### config.mk
export PLATFORM = sky130hd
export DESIGN_NAME = base_red_xor_seq
export DESIGN_NICKNAME = d
export VERILOG_FILES = /design/src/rtl/base_red_xor_seq.sv
export SDC_FILE = /design/constraint.sdc
export NUM_CORES = 1
export LEC_CHECK = 0
export BUFFER_PORTS_ARGS = -buffer_cell sky130_fd_sc_hd__buf_2
export CAP_MARGIN = 5
export CORE_ASPECT_RATIO = 0.9
export CORE_UTILIZATION = 45
export DETAILED_ROUTE_END_ITERATION = 7
export GPL_ROUTABILITY_DRIVEN = 0
export HOLD_SLACK_MARGIN = 0.06
export PLACE_DENSITY = 0.68
export SLEW_MARGIN = 15
export SYNTH_ARGS = -nofsm -noshare
export SYNTH_HDL_FRONTEND = slang
export SYNTH_SLANG_ARGS = --single-unit
### constraint.sdc
create_clock -name clk -period 1.55 [get_ports clk]
set_input_delay 0.155 -clock clk [delete_from_list [all_inputs] [get_ports clk]]
set_output_delay 0.155 -clock clk [all_outputs]
set_load 0.1 [all_outputs]
### src/rtl/base_red_xor_seq.sv
// Sequential XOR reduction of a multi-lane frame, folding `fold` lanes per cycle
// through a combinational reducer, with valid/ready handshakes on both sides.

module base_red_xor #(
  parameter int ways  = 2,
  parameter int width = 8
) (
  input  logic [ways*width-1:0] d,
  output logic [width-1:0]      q
);
  always_comb begin
    q = '0;
    for (int k = 0; k < ways; k++) q = q ^ d[k*width +: width];
  end
endmodule

module base_red_xor_seq #(
  parameter int ways  = 4,
  parameter int width = 8,
  parameter int fold  = 2
) (
  input  logic                  clk,
  input  logic                  reset,
  input  logic                  i_v,
  output logic                  i_r,
  input  logic [ways*width-1:0] i_d,
  output logic                  o_v,
  input  logic                  o_r,
  output logic [width-1:0]      o_d,
  output logic                  o_busy
);
  localparam int N  = ways / fold;
  localparam int CW = (N > 1) ? $clog2(N) : 1;
  localparam int GW = fold * width;

  typedef enum logic [1:0] {IDLE, RUN, DONE} state_t;

  state_t                state, state_nxt;
  logic [ways*width-1:0] hold_p0;
  logic [width-1:0]      acc_p1;
  logic [CW-1:0]         cnt;
  logic [GW-1:0]         grp;
  logic [width-1:0]      grp_x;
  logic                  in_x, out_x, last;

  assign in_x  = i_v & i_r;
  assign out_x = o_v & o_r;
  assign last  = (cnt == CW'(N - 1));

  // Pick the lane group addressed by cnt; mux form keeps the index width-clean.
  always_comb begin
    grp = '0;
    for (int g = 0; g < N; g++)
      if (cnt == CW'(g)) grp = hold_p0[g*GW +: GW];
  end

  base_red_xor #(
    .ways  (fold),
    .width (width)
  ) u_red (
    .d (grp),
    .q (grp_x)
  );

  always_ff @(posedge clk or posedge reset) begin
    if (reset) state <= IDLE;
    else       state <= state_nxt;
  end

  always_comb begin
    state_nxt = state;
    case (state)
      IDLE:    if (in_x) state_nxt = RUN;
      RUN:     if (last) state_nxt = DONE;
      DONE:    if (out_x) state_nxt = i_v ? RUN : IDLE;
      default: state_nxt = IDLE;
    endcase
  end

  always_comb begin
    i_r    = 1'b0;
    o_v    = 1'b0;
    o_busy = 1'b0;
    o_d    = '0;
    case (state)
      IDLE: i_r = 1'b1;
      RUN:  o_busy = 1'b1;
      DONE: begin
        i_r    = o_r;
        o_v    = 1'b1;
        o_busy = 1'b1;
        o_d    = acc_p1;
      end
      default: i_r = 1'b0;
    endcase
  end

  // Stage p0: frame capture. Back-to-back acceptance in DONE lands here too,
  // since i_r follows o_r there.
  // Stage p1: one lane group folded into the accumulator per RUN cycle.
  always_ff @(posedge clk or posedge reset) begin
    if (reset) begin
      hold_p0 <= '0;
      acc_p1  <= '0;
      cnt     <= '0;
    end else if (in_x) begin
      hold_p0 <= i_d;
      acc_p1  <= '0;
      cnt     <= '0;
    end else if (state == RUN) begin
      acc_p1 <= acc_p1 ^ grp_x;
      cnt    <= last ? '0 : cnt + CW'(1);
    end
  end
endmodule

==> results of run 1 <==
## cell families after synthesis
logic type	count (synthesis)	synth area share, %
DFF	43	48.31
muxes	42	25.84
AOI/OAI and AO/OA	28	8.034
xor gates and xnor gates	17	6.685
buffers and inverters	15	5.169
and+or+nand+nor	12	3.146
adders and majority gates	5	2.809
## state kept, by name, indices dropped and copies added (netlist names)
name / count
hold_p0: 32
acc_p1: 8
state: 2
cnt: 1
## routing by layer
metal	GRT usage (%)	vias up
li1	-	692
met2	36.36	40
met1	21.59	729
met3	5.526	9
met4	7.212	0
met5	0	-
## metrics by stage
step | utilization [%] | instance area (sq um) | setup slack (ns)
after CTS | 64.10 | 2952 | -0.1128
after global routing | 66.28 | 3052 | -0.1754
after global placement | 60.22 | 2773 | -0.09428
final | 66.28 | 3052 | -0.1364
after detailed placement | 60.22 | 2773 | -0.1523
after floorplan | - | 2277 | -0.2997
## worst max-delay path by stage
stage	start	to	slack, ns	depth (start not counted)
final	state[1]	hold_p0[25]	-0.14	6
after global routing	state[1]	i_r	-0.18	6
after CTS	state[1]	i_r	-0.11	6
after detailed placement	state[1]	hold_p0[22]	-0.15	6
after global placement	state[1]	hold_p0[22]	-0.09	6
after floorplan	state[0]	cnt	-0.30	6
## layout make-up
| class | instances | area, sq um | share of cell area (%) |
|---|---|---|---|
| multi-input cells | 104 | 1150 | 37.68 |
| flip-flops and latches | 43 | 1076 | 35.26 |
| repair buffers | 67 | 636.9 | 20.87 |
| well taps | 62 | 77.57 | 2.542 |
| clock buffers | 7 | 76.32 | 2.501 |
| inverters | 7 | 30.03 | 0.9840 |
| clock inverters | 1 | 5.005 | 0.1640 |
## cells in the mapped netlist
cell	n	area, sq um
a21oi_1	2	10.01
buf_2	2	10.01
nor2_1	1	3.750
dfrtp_1	43	1076
nand2b_1	2	12.51
mux2i_1	8	80.08
mux2_4	30	450.4
buf_12	3	60.06
a21oi_2	1	8.760
o21ai_0	8	40.04
clkbuf_1	2	7.510
and2_1	8	50.05
mux2_2	4	45.04
buf_6	1	11.26
nand2_1	1	3.750
o21bai_1	8	60.06
xnor2_1	17	148.9
o22ai_1	8	50.05
a222oi_1	1	10.01
ha_1	5	62.56
inv_1	7	26.28
## what timing repair did
action                                  CTS  global route
hold buffers                              1             0
hold endpoints to repair                 43             0
gates cloned                              1             1
resized for setup                        11             8
endpoints found under the setup margin   51            51
setup buffers                             3             3
pin swaps                                 1             1
## power groups by stage
stage          logic, W  clock network [W]  registers (W)
2_1_floorplan   0.00293                  0        0.00202
3_3_place_gp    0.00361                  0        0.00207
3_5_place_dp    0.00374                  0        0.00213
4_1_cts         0.00403           0.000693        0.00210
5_1_grt         0.00455           0.000749        0.00218
6_report        0.00430           0.000679        0.00211
==> summary.txt, run 1 <==
Seq/Total Area, Yosys = 48.31%
Die Y = 68.74 um
PD cells = 2324 nW/um^2
diode count = 0
Final Max Tran Viols = 0
Worst Tran Pin Value = 0.5286 ns
TritonCTS buffer count = 5
FP Rows = 23
DR top layer = met4
1st-pass router iterations = 4
pin count of the biggest net entering global routing = 44
outcome = complete, but fails checks
Area growth, synth to finish = 37.02%
HP Class = in -> reg
CP max stage delay = 0.40 ns
DPL Wire Length = 3207 um
Die X = 76.16 um
VDD IR-drop max = 0.8398 mV
Gate power share = 60.6%
Worst Hold Endpoint = hold_p0[22]
WP buf/inv = 2
WS Path Type = reg -> reg
CP top delay family = flip-flops
WP data required = 1.72 ns
final hold vios = 0
Max Cap Violations = 0
violated checks = negative setup slack
warnings from Yosys = 0
commonest non-fill, non-tap cell in the layout = dfrtp_1
first-pass GRT wire length = 7652 um
most frequent cells in the layout = 43 x dfrtp_1, 35 x buf_2, 32 x mux2_4
post-route clock skew = 0.006415 ns
residual DRC count = 0
DRT iter0 DRCs = 56
via count = 1470
Worst Hold Depth = 2
Netlist Area Pre-Place = 2227 sq um
setup TNS = -4.876 ns
clk buf depth = 2
crit share post-route = 108.8%
FF-to-FF path depth = 6
Initial Util = 48.37%
relative slew slack = 64.76%
placed insts = 274
RSZ-0062 raised after global routing = yes
FF-to-FF Start = state[1]
routed wire length = 4864 um
number of synthesized register bits = 43
Psw = 0.002761 W
Pleak = 1.450 nW
H-tree depth = 2
average cell area after synthesis = 13.75 sq um
overall routing resource usage = 19.40%
critical-path maximum fanout = 7
Hold WS = 0.08905 ns
Root Driver = clkbuf_8
Peak Freq = 593.0 MHz
crit path DAT = 1.86 ns
Die ar. = 5235 sq um
r2r setup slk = -0.14 ns
FILL cells = 357
Avg WL per Cell = 16.71 um
Sw Ratio = 38.92%
Final nets = 269
post-synthesis cell type count = 21
total grt overflow = 0
critical path cell sequence = buf_6 > ha_4 > a21oi_4 > nand2b_4 > clkbuf_16 > mux2_4
Worst-Skew Late Latency = 0.29 ns
final setup violation count = 48
sequential fraction of design power = 29.8%
post-route non-filler standard cell count = 291
Pint = 0.004332 W
Final Critical Period = 1.686 ns
I/O Buffers = 46
post-DR vias/cell = 5.052
Core Region = 4604 sq um
Synthesized Nets = 203
Clock Power Share = 9.6%
CTS Sinks = 43
Final WS setup = -0.1364 ns
DRT met1 WL = 2043 um
share of post-route cells with drive strength above 1 = 55.46%
crit path launch type = register
CP max-delay cell = dfrtp_1
post-route ant nets = 0
I/O pin count = 47
initial antenna violation count = 0
metal3 WL = 217 um
Reg-to-Reg End = hold_p0[25]
Crit. End Element = register
Met2 Wirelength = 2546 um
CTS clk-pin slew, worst paths = 0.08 ns
Synth Instances = 162
overall power = 0.007092 W
CTS tree = done
vias in the first global route = 1625
Hold Path Origin = i_d[22]
No activity file was read; power rests on OpenSTA's default activity.
==> inputs of run 2 (changes only) <==
- PLACE_DENSITY: 0.68 -> 0.69
- SYNTH_HIERARCHICAL: default -> 1
==> run 2 against run 1 <==
Against the previous run:
- the run still ends with negative setup slack left
- largest cell class unchanged
- worst hold slack gained 0.016 ns
- non-clock buffer count fell by 3
- register-to-register slack better by 0.09 ns
- wire length down 1.8%
- synthesized cell count decreased by 1.2%
- clock-buffer cell count is 1 lower
- flip-flop and latch count stayed put
==> summary.txt, run 2 <==
post-route ant nets = 0 (unchanged)
TritonCTS buffer count = 5 (unchanged)
post-DR vias/cell = 4.854 (-3.9%)
PD cells = 2343 nW/um^2 (+0.80%)
Pleak = 1.427 nW (-1.6%)
Synth top area share = 51.71% (+3.4 points)
CP top delay family = flip-flops
Worst Tran Pin Value = 0.5301 ns (+0.001533 ns)
final hold vios = 0 (unchanged)
Post-Synth XOR/XNOR Area = 7.156% (+0.47 points)
FP Rows = 23 (unchanged)
I/O pin count = 47 (unchanged)
Final Max Tran Viols = 0 (unchanged)
max FFs per register = 32 (unchanged)
Die X = 73.68 um (-3.3%)
Main synth FF type = dfrtp_1
overall routing resource usage = 20.18% (+0.78 points)
residual DRC count = 0 (unchanged)
Area growth, synth to finish = 43.24%
warnings from Yosys = 6 (+6)
Crit path depth = 6 (unchanged)
commonest non-fill, non-tap cell in the layout = dfrtp_1
Final nets = 267 (-0.74%)
violated checks = negative setup slack
pin count of the biggest net entering global routing = 44 (unchanged)
Final Critical Period = 1.601 ns (-0.08562 ns)
clk buf depth = 2 (unchanged)
Synthesized Nets = 201 (-0.99%)
I/O Buffers = 46 (unchanged)
Avg WL per Cell = 16.64 um (-0.46%)
area occupied by multi-input gates = 1142 sq um (-0.65%)
Root Driver = clkbuf_8
Synth Area in Simple Gates = 6.254% (+3.1 points)
FF-to-FF Start = state[1]
dominant cell type by area after synthesis = dfrtp_1
Die ar. = 4900 sq um (-6.4%)
DPL Wire Length = 2952 um (-8.0%)
initial antenna violation count = 0 (unchanged)
Synth Instances = 160 (-1.2%)
post-route non-filler standard cell count = 287 (-1.4%)
Post-Synth Adder-Cell Area = 3.007% (+0.20 points)
Largest Register = hold_p0
crit path launch type = register
Core Region = 4432 sq um (-3.8%)
final setup violation count = 22 (-54%)
Netlist Area Pre-Place = 2081 sq um (-6.6%)
CP max-delay cell = dfrtp_2
post-synthesis mux area share = 27.24% (+1.4 points)
WP data required = 1.71 ns (about the same)
FF-to-FF path depth = 6 (unchanged)
CTS tree = done
CP startpoint = state[1]
EDFF count, synth = 0 (unchanged)
Initial Util = 46.95% (-1.4 points)
CTS Sinks = 43 (unchanged)
HP Class = in -> reg
DRT iter0 DRCs = 43 (-23%)
average cell area after synthesis = 13.00 sq um (-5.4%)
Final Core Density = 67.25% (+0.97 points)
asr flop ratio synth = 100.0% (unchanged)
Largest regs = hold_p0 (32), acc_p1 (8), state (2)
Final WS setup = -0.05081 ns (+0.08562 ns)
number of synthesized register bits = 43 (unchanged)
vias in the first global route = 1494 (-8.1%)
RSZ-0062 raised after global routing = yes
crit path DAT = 1.76 ns (-0.10 ns)
post-route clock skew = 0.003209 ns (-0.003207 ns)
post-synthesis cell type count = 17 (-19%)
H-tree depth = 2 (unchanged)
CP max stage delay = 0.40 ns (about the same)
total grt overflow = 0 (unchanged)
critical path cell sequence = inv_2 > buf_6 > ha_4 > a222oi_1 > buf_4 > mux2_4
diode count = 0 (unchanged)
Peak Freq = 624.7 MHz (+5.3%)
1st-pass router iterations = 5 (+1)
share of post-route cells with drive strength above 1 = 62.22% (+6.8 points)
relative slew slack = 64.66% (-0.10 points)
Seq/Total Area, Yosys = 51.71% (+3.4 points)
first-pass GRT wire length = 7231 um (-5.5%)
crit share post-route = 103.3% (-5.5 points)
placed insts = 270 (-1.5%)
Hold Path Origin = i_d[12]
most common cell in the netlist = mux2_2
WP buf/inv = 3 (+1)
FILL cells = 338 (-5.3%)
most frequent cells in the layout = 42 x dfrtp_1, 35 x buf_2, 27 x mux2_4
Worst-Skew Late Latency = 0.28 ns (about the same)
largest family of logic cells by synthesized area = multiplexers
Crit. End Element = register
Worst Hold Depth = 2 (unchanged)
VDD IR-drop max = 1.071 mV (+27%)
Die Y = 66.51 um (-3.2%)
critical-path maximum fanout = 3 (-4)
routed wire length = 4775 um (-1.8%)
compound-cell area share of the yosys netlist = 1.082% (-7.0 points)
via count = 1393 (-5.2%)
Max Cap Violations = 0 (unchanged)
Synth area leaders = dfrtp_1 52%, mux2_2 27%, xor2_1 6.7%, ha_1 3.0%, and2_1 2.4%
Synth top cells by count = 49 x mux2_2, 43 x dfrtp_1, 16 x xor2_1, 10 x nor2_1, 9 x nand2_1
outcome = complete, but fails checks
WS Path Type = reg -> reg
register area = 1077 sq um (+0.12%)
CTS clk-pin slew, worst paths = 0.07 ns (about the same)
## run 2: cell types whose count changed in the layout (fill, tap and decap cells not counted), sizes merged, moves of 2 or more
| cell | change |
|---|---|
| o21bai | -8 |
| clkbuf | -2 |
| o22ai | -8 |
| nand2 | +8 |
| and2 | +4 |
| xor2 | +16 |
| o21ai | -8 |
| buf | -2 |
| xnor2 | -16 |
| nor2 | +9 |
| nand2b | -2 |
| a21oi | -2 |
| mux2i | -8 |
| mux2 | +16 |
## run 2: layout make-up
class,instances,area share [%]
multi-input cells,106,38.33
flip-flops and latches,43,36.15
repair buffers,64,19.73
well taps,62,2.603
clock buffers,6,2.435
inverters,6,0.7557
## run 2: cells by family after synthesis
group	after synthesis
fa+ha+maj	5
flops	43
xor+xnor	17
simple gates	28
compound gates	3
buf+inv	14
mux	50
## run 2: what timing repair did
item | 4_1_cts | 5_1_grt
gates cloned | 2 | 3
endpoints found under the hold margin | 43 | 0
setup buffers | 3 | 2
pin swaps | 3 | 5
hold buffers | 1 | 0
resized for setup | 15 | 33
setup endpoints to repair | 49 | 49
## run 2: final timing paths
kind,end,slack [ns]
max,state[1],-0.05
min,hold_p0[12],0.10
max reg2reg,state[1],-0.05
min reg2reg,hold_p0[21],0.51
max in group asynchronous,state[1],0.61
min in group asynchronous,hold_p0[2],0.55
## run 2: per-stage QoR
stage	worst slack (ns)	hold slack (ns)	power (W)	setup TNS, ns	area (sq um)
after CTS	-0.05108	0.09914	0.006525	-0.8929	2830
final	-0.05081	0.1047	0.006982	-0.3346	2980
after floorplan	-0.5091	0.3031	0.004550	-16.41	2121
after detailed placement	-0.1669	0.3099	0.005532	-4.814	2630
after global placement	-0.08084	0.2979	0.005353	-2.046	2630
after global routing	-0.1385	0.08640	0.007367	-2.015	2980
## run 2: metal layers
metal  vias up  global-route usage, %  share of wire (%)  wire length, um
met4         0                  6.971                1.5               72
met2        35                  34.52                 51             2449
li1        660                      -                  -                -
met1       692                  24.95                 44             2122
met5         -                      0                  0                0
met3         6                  4.690                2.7              130
## run 2: power by group
part / switching, W / internal (W) / leakage (nW)
Clock: 0.000323 / 0.000300 / 0.0371
Combinational: 0.00204 / 0.00227 / 0.874
Sequential: 0.000355 / 0.00169 / 0.515
==> inputs of run 3 (changes only) <==
--- a/config.mk
+++ b/config.mk
@@ -10,4 +10,5 @@
 export CORE_ASPECT_RATIO = 0.9
 export CORE_UTILIZATION = 45
+export CTS_BUF_LIST = sky130_fd_sc_hd__clkbuf_2 sky130_fd_sc_hd__clkbuf_4 sky130_fd_sc_hd__clkbuf_8
 export DETAILED_ROUTE_END_ITERATION = 7
 export GPL_ROUTABILITY_DRIVEN = 0
==> constraint.sdc (replaced) <==
create_clock -name clk -period 1.55 [get_ports clk]
set_input_delay 0 -clock clk [delete_from_list [all_inputs] [get_ports clk]]
set_output_delay 0 -clock clk [all_outputs]
set_load 0.1 [all_outputs]
==> run 3 against run 2 <==
Against the previous run:
- the flow still finishes with violations (negative setup slack)
- worst hold slack improved by 0.10 ns
- clock-buffer cell count rose by 2
- die area is the same
- non-clock buffer count rose by 35
- sequential share of layout area decreased by 3.4 points
- critical path type unchanged
- critical endpoint is now hold_p0[19]
- largest cell class is now flip-flops and latches
- highest routed layer unchanged
==> summary.txt, run 3 (synthesis results as in run 2) <==
outcome = complete, but fails checks
violated checks = negative setup slack
Die X = 73.68 um (unchanged)
DPL Wire Length = 2897 um (-1.8%)
Final WS setup = -0.09530 ns (-0.04449 ns)
residual DRC count = 0 (unchanged)
Max Cap Violations = 0 (unchanged)
FILL cells = 291 (-14%)
crit share post-route = 106.1% (+2.9 points)
vias in the first global route = 1615 (+8.1%)
PD cells = 2133 nW/um^2 (-9.0%)
diode count = 0 (unchanged)
Area growth, synth to finish = 58.21%
Pleak = 1.560 nW (+9.4%)
RSZ-0062 raised after global routing = yes
most frequent cells in the layout = 42 x dfrtp_1, 37 x buf_2, 33 x dlygate4sd3_1
critical-path maximum fanout = 18 (+15)
H-tree depth = 2 (unchanged)
Final Max Tran Viols = 0 (unchanged)
final setup violation count = 37 (+68%)
WS Path Type = reg -> reg
worst slack, placed = -0.1950 ns (-0.02808 ns)
final hold vios = 0 (unchanged)
setup TNS = -2.172 ns (-1.837 ns)
total grt overflow = 0 (unchanged)
CTS tree = done
FP Rows = 23 (unchanged)
Avg WL per Cell = 15.36 um (-7.7%)
HP Class = in -> reg
Final Critical Period = 1.645 ns (+0.04449 ns)
I/O pin count = 47 (unchanged)
pin count of the biggest net entering global routing = 44 (unchanged)
first-pass GRT wire length = 7265 um (+0.47%)
I/O Buffers = 46 (unchanged)
routed wire length = 4929 um (+3.2%)
Largest regs = hold_p0 (32), acc_p1 (8), state (2)
max FFs per register = 32 (unchanged)
CTS Sinks = 43 (unchanged)
Root Driver = clkbuf_8
TritonCTS buffer count = 5 (unchanged)
VDD IR-drop max = 1.155 mV (+7.9%)
WP data required = 1.72 ns (about the same)
CTS clk-pin slew, worst paths = 0.08 ns (about the same)
Core Region = 4432 sq um (unchanged)
post-route clock skew = 0.007955 ns (+0.004747 ns)
Initial Util = 46.95% (unchanged)
post-DR vias/cell = 4.807 (-0.96%)
relative slew slack = 63.85% (-0.81 points)
Peak Freq = 607.8 MHz (-2.7%)
share of post-route cells with drive strength above 1 = 55.21% (-7.0 points)
initial antenna violation count = 0 (unchanged)
clk buf depth = 2 (unchanged)
1st-pass router iterations = 4 (-1)
Die Y = 66.51 um (unchanged)
Crit. End Element = register
Worst Tran Pin Value = 0.5422 ns (+0.01210 ns)
crit path DAT = 1.81 ns (+0.05 ns)
post-route ant nets = 0 (unchanged)
r2r setup slk = -0.1 ns (-0.04 ns)
via count = 1543 (+11%)
DRT iter0 DRCs = 53 (+23%)
Final nets = 299 (+12%)
Die ar. = 4900 sq um (unchanged)
Worst-Skew Late Latency = 0.29 ns (about the same)
commonest non-fill, non-tap cell in the layout = dfrtp_1
Largest Register = hold_p0
overall routing resource usage = 19.82% (-0.36 points)
crit path launch type = register
[run 3: changes by cell type in the layout (fill, tap and decap cells not counted), sizes merged]
cell	change
clkbuf	+4
and2	-3
dlygate4sd3	+32
buf	+1
[run 3: repair_timing]
action	in CTS	in global routing
hold endpoints to repair	75	0
setup buffers	4	0
pin swaps	1	9
setup endpoints to repair	36	47
gates cloned	0	3
hold buffers	33	0
gates resized for setup	2	32
[run 3: worst paths after layout]
| check | start | depth (start not counted) | end |
|---|---|---|---|
| hold reg to reg | hold_p0[18] | 1 | hold_p0[18] |
| min in group asynchronous | reset | 4 | state[0] |
| setup / recovery | state[1] | 6 | hold_p0[19] |
| setup reg to reg | state[1] | 6 | hold_p0[19] |
| hold / removal | i_v | 4 | state[0] |
| max in group asynchronous | reset | 4 | cnt |
[run 3: routing by layer]
metal / routed length [um] / vias to the layer above / GRT usage, %
met2: 2606 / 38 / 34.86
met3: 122 / 6 / 3.328
met1: 2138 / 770 / 24.48
met5: 0 / - / 0
li1: - / 729 / -
met4: 61 / 0 / 6.971
[run 3: through the flow]
step | power [W] | std cells | util (%) | instance area, sq um | hold WS (ns)
after floorplan | 0.004517 | 160 | - | 2111 | 0.1481
after global placement | 0.005314 | 273 | 59.80 | 2650 | 0.1393
after detailed placement | 0.005478 | 273 | 59.80 | 2650 | 0.1639
after CTS | 0.006435 | 318 | 70.41 | 3120 | 0.1491
after global routing | 0.007376 | 321 | 74.28 | 3292 | 0.2116
final | 0.007020 | 321 | 74.28 | 3292 | 0.2081
[run 3: power by group]
part           switching [W]  total [W]  leakage [nW]  internal [W]
logic                0.00199    0.00418         0.990       0.00220
clock network       0.000370   0.000795        0.0549      0.000425
registers           0.000353    0.00204         0.515       0.00169
[run 3: final cells by class]
type	count	area [sq um]	area share [%]
clock buffers	8	103.9	3.155
flip-flops and latches	43	1077	32.73
well taps	62	77.57	2.357
inverters	6	22.52	0.6841
repair buffers	99	942.2	28.62
multi-input cells	103	1069	32.46
[run 3: critical path: stages, from the launching register on]
cell and delay (ns):
dfrtp_1 0.41, buf_6 0.13, ha_4 0.16, a21o_4 0.20, and2_4 0.18, buf_12 0.16, mux2_2 0.27
